--- src/rtl/redirect_ctrl_if.sv ---
// Redirect path bundle: committer/irq/fence requests in, PCG beat and pipeline controls out.
interface redirect_ctrl_if #(
  parameter int unsigned XLEN = 32
);
  logic            cmt_vld;
  logic [XLEN-1:0] cmt_pc;
  logic            cmt_rdy;
  logic            irq_vld;
  logic [XLEN-1:0] irq_pc;
  logic            irq_ack;
  logic            fnc_vld;
  logic [XLEN-1:0] fnc_pc;
  logic            fnc_rdy;
  logic            pcg_tvalid;
  logic [XLEN-1:0] pcg_tdata;
  logic            pcg_tready;
  logic            flush;
  logic            commit_hold;
  logic [31:0]     redirect_cnt;

  // Controller side
  modport master (
    input  cmt_vld, cmt_pc, irq_vld, irq_pc, fnc_vld, fnc_pc, pcg_tready,
    output cmt_rdy, irq_ack, fnc_rdy, pcg_tvalid, pcg_tdata, flush,
           commit_hold, redirect_cnt
  );

  // Requester / PCG side
  modport slave (
    output cmt_vld, cmt_pc, irq_vld, irq_pc, fnc_vld, fnc_pc, pcg_tready,
    input  cmt_rdy, irq_ack, fnc_rdy, pcg_tvalid, pcg_tdata, flush,
           commit_hold, redirect_cnt
  );
endinterface

--- src/rtl/redirect_ctrl.sv ---
// Fixed-priority PC redirect sequencer: arbitrates cmt > irq > fnc, sends the
// target to the PCG, then flushes the pipeline for a programmable drain window.
module redirect_ctrl #(
  parameter int unsigned XLEN         = 32,
  parameter int unsigned FLUSH_CYCLES = 2
) (
  input  logic            clk,
  input  logic            rst,
  redirect_ctrl_if.master bus
);

  typedef enum logic [1:0] {IDLE, SEND, DRAIN} state_t;

  localparam logic [3:0] DRAIN_LOAD = 4'(FLUSH_CYCLES - 1);

  state_t          r_state;
  state_t          w_next;
  logic [XLEN-1:0] r_tgt;
  logic [3:0]      r_drain;
  logic [31:0]     r_redirect_cnt;

  logic            w_cmt_rdy;
  logic            w_irq_ack;
  logic            w_fnc_rdy;
  logic            w_accept;
  logic [XLEN-1:0] w_sel_pc;
  logic            w_handshake;

  always_comb begin
    w_next      = r_state;
    w_cmt_rdy   = 1'b0;
    w_irq_ack   = 1'b0;
    w_fnc_rdy   = 1'b0;
    w_accept    = 1'b0;
    w_sel_pc    = '0;
    w_handshake = 1'b0;
    case (r_state)
      IDLE: begin
        // rst gating keeps acks low while reset is held, even with IDLE forced
        if (rst) begin
          if (bus.cmt_vld) begin
            w_cmt_rdy = 1'b1;
            w_sel_pc  = bus.cmt_pc;
          end else if (bus.irq_vld) begin
            w_irq_ack = 1'b1;
            w_sel_pc  = bus.irq_pc;
          end else if (bus.fnc_vld) begin
            w_fnc_rdy = 1'b1;
            w_sel_pc  = bus.fnc_pc;
          end
          w_accept = w_cmt_rdy | w_irq_ack | w_fnc_rdy;
          if (w_accept) w_next = SEND;
        end
      end
      SEND: begin
        if (bus.pcg_tready) begin
          w_handshake = 1'b1;
          w_next      = DRAIN;
        end
      end
      DRAIN: begin
        if (r_drain == '0) w_next = IDLE;
      end
      default: w_next = IDLE;
    endcase
  end

  always_ff @(posedge clk or negedge rst) begin
    if (!rst) begin
      r_state        <= IDLE;
      r_tgt          <= '0;
      r_drain        <= '0;
      r_redirect_cnt <= '0;
    end else begin
      r_state <= w_next;
      if (w_accept) r_tgt <= w_sel_pc;
      if (w_handshake) begin
        r_drain        <= DRAIN_LOAD;
        r_redirect_cnt <= r_redirect_cnt + 32'd1;
      end else if (r_state == DRAIN && r_drain != '0) begin
        r_drain <= r_drain - 4'd1;
      end
    end
  end

  assign bus.cmt_rdy      = w_cmt_rdy;
  assign bus.irq_ack      = w_irq_ack;
  assign bus.fnc_rdy      = w_fnc_rdy;
  assign bus.pcg_tvalid   = (r_state == SEND);
  assign bus.pcg_tdata    = r_tgt;
  assign bus.flush        = (r_state != IDLE);
  assign bus.commit_hold  = (r_state != IDLE);
  assign bus.redirect_cnt = r_redirect_cnt;

endmodule
--- src/flat_wrapper.sv ---
// flat-port wrapper written by rule: the top's interface ports become plain ports
module redirect_ctrl_flat 
#(
  parameter int unsigned XLEN         = 32,
  parameter int unsigned FLUSH_CYCLES = 2
)
  (clk, rst, bus_cmt_vld, bus_cmt_pc, bus_irq_vld, bus_irq_pc, bus_fnc_vld, bus_fnc_pc, bus_pcg_tready, bus_cmt_rdy, bus_irq_ack, bus_fnc_rdy, bus_pcg_tvalid, bus_pcg_tdata, bus_flush, bus_commit_hold, bus_redirect_cnt);
  redirect_ctrl_if #(.XLEN(XLEN)) bus_i ();
  input  logic clk;
  input  logic rst;
  input wire logic [$bits(bus_i.cmt_vld)-1:0] bus_cmt_vld;
  input wire logic [$bits(bus_i.cmt_pc)-1:0] bus_cmt_pc;
  input wire logic [$bits(bus_i.irq_vld)-1:0] bus_irq_vld;
  input wire logic [$bits(bus_i.irq_pc)-1:0] bus_irq_pc;
  input wire logic [$bits(bus_i.fnc_vld)-1:0] bus_fnc_vld;
  input wire logic [$bits(bus_i.fnc_pc)-1:0] bus_fnc_pc;
  input wire logic [$bits(bus_i.pcg_tready)-1:0] bus_pcg_tready;
  output wire logic [$bits(bus_i.cmt_rdy)-1:0] bus_cmt_rdy;
  output wire logic [$bits(bus_i.irq_ack)-1:0] bus_irq_ack;
  output wire logic [$bits(bus_i.fnc_rdy)-1:0] bus_fnc_rdy;
  output wire logic [$bits(bus_i.pcg_tvalid)-1:0] bus_pcg_tvalid;
  output wire logic [$bits(bus_i.pcg_tdata)-1:0] bus_pcg_tdata;
  output wire logic [$bits(bus_i.flush)-1:0] bus_flush;
  output wire logic [$bits(bus_i.commit_hold)-1:0] bus_commit_hold;
  output wire logic [$bits(bus_i.redirect_cnt)-1:0] bus_redirect_cnt;
  assign bus_i.cmt_vld = bus_cmt_vld;
  assign bus_i.cmt_pc = bus_cmt_pc;
  assign bus_i.irq_vld = bus_irq_vld;
  assign bus_i.irq_pc = bus_irq_pc;
  assign bus_i.fnc_vld = bus_fnc_vld;
  assign bus_i.fnc_pc = bus_fnc_pc;
  assign bus_i.pcg_tready = bus_pcg_tready;
  assign bus_cmt_rdy = bus_i.cmt_rdy;
  assign bus_irq_ack = bus_i.irq_ack;
  assign bus_fnc_rdy = bus_i.fnc_rdy;
  assign bus_pcg_tvalid = bus_i.pcg_tvalid;
  assign bus_pcg_tdata = bus_i.pcg_tdata;
  assign bus_flush = bus_i.flush;
  assign bus_commit_hold = bus_i.commit_hold;
  assign bus_redirect_cnt = bus_i.redirect_cnt;
  redirect_ctrl #(.XLEN(XLEN), .FLUSH_CYCLES(FLUSH_CYCLES)) u_core (.clk(clk), .rst(rst), .bus(bus_i));
endmodule
--- config.mk ---
export PLATFORM = sky130hd
export DESIGN_NAME = redirect_ctrl_flat
export DESIGN_NICKNAME = d
export VERILOG_FILES = /design/src/rtl/redirect_ctrl_if.sv /design/src/rtl/redirect_ctrl.sv /design/src/flat_wrapper.sv
export SDC_FILE = /design/constraint.sdc
export NUM_CORES = 1
export LEC_CHECK = 0
export BUFFER_PORTS_ARGS = -buffer_cell sky130_fd_sc_hd__buf_2
export CAP_MARGIN = 25
export CORE_AREA = 10 10 104 106
export DETAILED_ROUTE_END_ITERATION = 7
export DIE_AREA = 0 0 114 116
export GPL_TIMING_DRIVEN = 0
export MAX_ROUTING_LAYER = met4
export PLACE_DENSITY = 0.78
export SKIP_CTS_REPAIR_TIMING = 1
export SLEW_MARGIN = 0
export SYNTH_ARGS = -nofsm -noshare
export SYNTH_HDL_FRONTEND = slang
export SYNTH_SLANG_ARGS = --single-unit
--- constraint.sdc ---
create_clock -name clk -period 1.6 [get_ports clk]
set_input_delay 0.32 -clock clk [delete_from_list [all_inputs] [get_ports clk]]
set_output_delay 0.32 -clock clk [all_outputs]
set_load 0.005 [all_outputs]
## Word-level counts from Yosys, hierarchy flattened

Index checks and enable logic that the tools add are counted.

- Bits in registers: 70
- Logic and storage cells: 55
- Bits in writable memories: 0
- Memories kept: 0
- Memory bits (read-only): 0
- Input port bits: 102
- Latch bits: 0
- Output and inout bits: 70

- Shift operators: 0
- Eq/ne operators: 6
- $add $sub $neg: 2
- Multipliers: 0
- Multiplexer cells: 34
- Bitwise gates (word level): 2
- Reduce and logical (&&, ||, !) cells: 7
- Magnitude comparators: 0
- Div/mod/pow operators: 0

Operators by type and width:

| operator | number |
|---|---|
| $mux 32 | 5 |
| $add 32x1->32 const B | 1 |
| $mux 1 | 22 |
| $mux 2 | 4 |
| $mux 4 | 2 |
| $pmux 2 s3 | 1 |
| $logic_not 4->1 | 1 |
| $ne 2x1->1 const B | 2 |
| $ne 2x2->1 const B | 2 |
| $reduce_and 4->1 | 1 |
| $reduce_bool 2->1 | 2 |
| $reduce_bool 4->1 | 1 |
| $sub 4x1->4 const B | 1 |
| $eq 2x1->1 const B | 1 |
| $eq 2x2->1 const B | 1 |
| $logic_not 2->1 | 1 |
| $or 1x1->1 | 2 |
| $logic_and 1x1->1 | 1 |

## Longest topological paths before layout

- Depth after elaboration: 9
- Mapped depth: 7
- Mapped depth without buffers: 6

## Least setup slack after synthesis

OpenSTA, ideal clock, no wires.

- Path kind: in2out
- Start point: input port bus_irq_vld
- End point: output port bus_fnc_rdy
- Arrival time: 1240 ps
- Required time: 1280 ps
- Slack: 40 ps
- Stages on the path: 5
- Path buffers: 3
- Cell sequence: buf_4 -> nor2b_1 -> clkbuf_1 -> clkbuf_1 -> nor3b_1

- Longest elaborated chain between the ends: 6

RTL lines:

| item | RTL line | source |
|---|---|---|
| start: declaration | flat_wrapper.sv:13 | `input wire logic [$bits(bus_i.irq_vld)-1:0] bus_irq_vld;` |
| $mux 1 | redirect_ctrl.sv:44 | `end else if (bus.irq_vld) begin` |
| $mux 1 | redirect_ctrl.sv:41 | `if (bus.cmt_vld) begin` |
| $mux 1 | redirect_ctrl.sv:40 | `if (rst) begin` |
| $mux 1 | redirect_ctrl.sv:37 | `case (r_state)` |
| $mux 1 | redirect_ctrl.sv:40 |  |
| $mux 1 | redirect_ctrl.sv:37 |  |
| end: declaration | flat_wrapper.sv:20 | `output wire logic [$bits(bus_i.fnc_rdy)-1:0] bus_fnc_rdy;` |

No other way between the ends. The select of a mux whose other input is x is not followed.

## Worst setup path after layout

- Start point: register u_core.r_state[1]
- End point: output port bus_irq_ack

- Longest elaborated chain between the ends: 2

RTL lines:

| item | RTL line | source |
|---|---|---|
| start: declaration | redirect_ctrl.sv:16 | `state_t r_state;` |
| start signal: assignment | redirect_ctrl.sv:75 | `r_state <= w_next;` |
| $logic_not 2->1 | redirect_ctrl.sv:37 |  |
| $mux 1 | redirect_ctrl.sv:37 |  |
| end: declaration | flat_wrapper.sv:19 | `output wire logic [$bits(bus_i.irq_ack)-1:0] bus_irq_ack;` |

No other way between the ends.

==> metrics <==
Cell Rows 34; max cap viols 0; Mapped Nets 452; RSZ-0062 raised after global routing yes; Critical Path Start Type flip-flop; commonest non-fill, non-tap cell in the layout buf_2; via count of the first global-routing pass 3662; routability-driven placement congestion ratio 0.849; Clock Sinks 70; worst-path cell chain nor2_4 -> nand2_4 -> nor3b_2 -> buf_2; leakage 2.58 nW; Post-synth EDFFs 0; CTS buffer count 9; Distinct cells, synth 34; synthesized area ~0.0036 mm²; Clock Latency Late Sink 360 ps; layout cell share with drive strength beyond 1 0.454; GR Overflow Total 0; CP Capture Type primary output; PwrDens 1290 mW/mm²; warnings from Yosys 0; outcome finished, violations left; WP data arrival 1390 ps; setup slack after layout -112 ps; largest net degree at the start of global routing 74; Layout area overhead 43.4%; Die Ht 116 µm; cell taking the most area after synthesis dfrtp_1; num ports roughly 170; htree depth 3; failing checks setup timing; Max clock buf depth 2; Final min period roughly 1700 ps; first-pass GRT wire length roughly 19000 µm; commonest cells after routing, fill and taps aside buf_2 (173), dfrtp_1 (63), nand2_1 (44), nor2b_1 (34), a221oi_1 (31); final wirelength around 13000 µm; fmax 584 MHz; FFs w/ async S/R, synth 1.00; CP Class reg -> out; drt drc 0; Setup WS pre-CTS -881 ps; Post-DRT Antenna Nets 0; Initial DRC Count 205; initial antenna violation count 0; Yosys reg bits 70; Total Power 6.63 mW; post-synth top area share 0.489; Die W roughly 110 µm; sequential cell area fraction in the yosys report 0.489; Peak VDD IR 539 µV; Synth Flop Type dfrtp_1; antenna fix cells 0; area of the core 0.00868 mm²; Initial Utilization 0.412; Final Max Tran Viols 0; Worst Path Required 1280 ps; setup tns final -356 ps; Final #Nets 651; worst-margin pin slew approximately 570 ps; DP HPWL between 9000 and 10000 µm; worst min-delay path class in -> reg; Crit Path Max Fanout 6; CTS tree yes; cells after synthesis 347; First-pass DRT Iterations 5; gr usage total 0.180; Root Driver clkbuf_8; synth top area cells dfrtp_1 (49%), a221oi_1 (7.6%), xnor2_1 (7.3%); slowest CP cell dfrtp_2; Via density 5.42; die footprint between 0.01 and 0.015 mm²; clock-pin slew on the worst setup and hold paths 80 ps; CP max stage delay 460 ps; final setup vio count 5; Slew headroom 0.617; Avg Inst Size Synth between 10 and 15 µm²; I/O Buffers between 150 and 200; fin crit share 1.07; final hold viol count 0; Routed wire per std cell 19.1 µm; Final Skew 11.7 ps; Layout Utilization 0.592; DR vias between 3k and 4k
cell type report:
class	instances	area (µm²)
multi-input combinational	248	1770
buffer	26	160
timing repair buffer	188	1050
inverter	3	11.3
clock buffer	9	124
sequential	70	1760
fill	724	3540
tap	108	135
clock inverter	7	121
path summary, 6_finish.rpt:
check,start,end,slack (ps),cells past startpoint
worst max-delay path,u_core.r_state[1],bus_irq_ack,-110,4
worst min-delay path,bus_cmt_pc[30],u_core.bus.pcg_tdata[30],270,3
worst max register to register,u_core.r_drain[0],u_core.r_drain[1],-80,6
worst min register to register,u_core.bus.redirect_cnt[31],u_core.bus.redirect_cnt[31],470,1
max in group asynchronous,rst,u_core.r_state[0],880,3
min in group asynchronous,rst,u_core.bus.redirect_cnt[9],500,2
worst max-delay path: cells and delay by family, from the launching register on:
kind,cells,cell delay [ps]
and+or+nand+nor,3,420
DFF,1,460
buffers and inverters,1,150
registers in the layout, summed over array words and instances, names as in the netlist:
register	cells
u_core.bus.redirect_cnt	32
u_core.r_state	2
u_core.r_drain	4
u_core.bus.pcg_tdata	32
cell usage after synthesis, drive strengths merged, types with 4 or more instances:
| master | count |
|---|---|
| nor2b | 34 |
| and3 | 6 |
| nand3 | 16 |
| nor2 | 9 |
| clkbuf | 15 |
| xor2 | 4 |
| dfrtp | 70 |
| xnor2 | 30 |
| nand2 | 45 |
| and4 | 4 |
| nand4 | 15 |
| o31ai | 32 |
| a221oi | 31 |
| buf | 11 |
cell families (layout without fill, tap and decap cells):
group,count (synthesis),count (layout),synth area share
AOI/OAI and AO/OA,66,66,0.147
xor gates and xnor gates,34,34,0.0832
adders and majority gates,3,3,0.0105
buffers and inverters,29,233,0.0423
DFF,70,70,0.489
muxes,2,2,0.00629
and+or+nand+nor,143,143,0.221
stage by stage:
stage          std cells  cell area, µm²  hold WS, ps
4_1_cts              641            4810          130
3_3_place_gp         625            4570          454
6_report             659            5130          270
2_1_floorplan        347            3580         24.4
5_1_grt              659            5130          259
3_5_place_dp         625            4570          463
power by group:
part	internal [mW]	total (mW)	leakage, nW	switching [mW]
clock network	1.04	1.77	0.124	0.730
registers	2.26	2.64	0.902	0.371
logic	1.13	2.22	1.55	1.10
metal layers:
metal  global-route usage  vias to the layer above  share of wire
li1                     -                     1667              -
met3               0.0703                       15          0.097
met2                0.280                      189           0.50
met1                0.209                     1700           0.39
met4               0.0551                        0          0.014
met5                    -                        -              0
No activity file was read; power rests on OpenSTA's default activity.
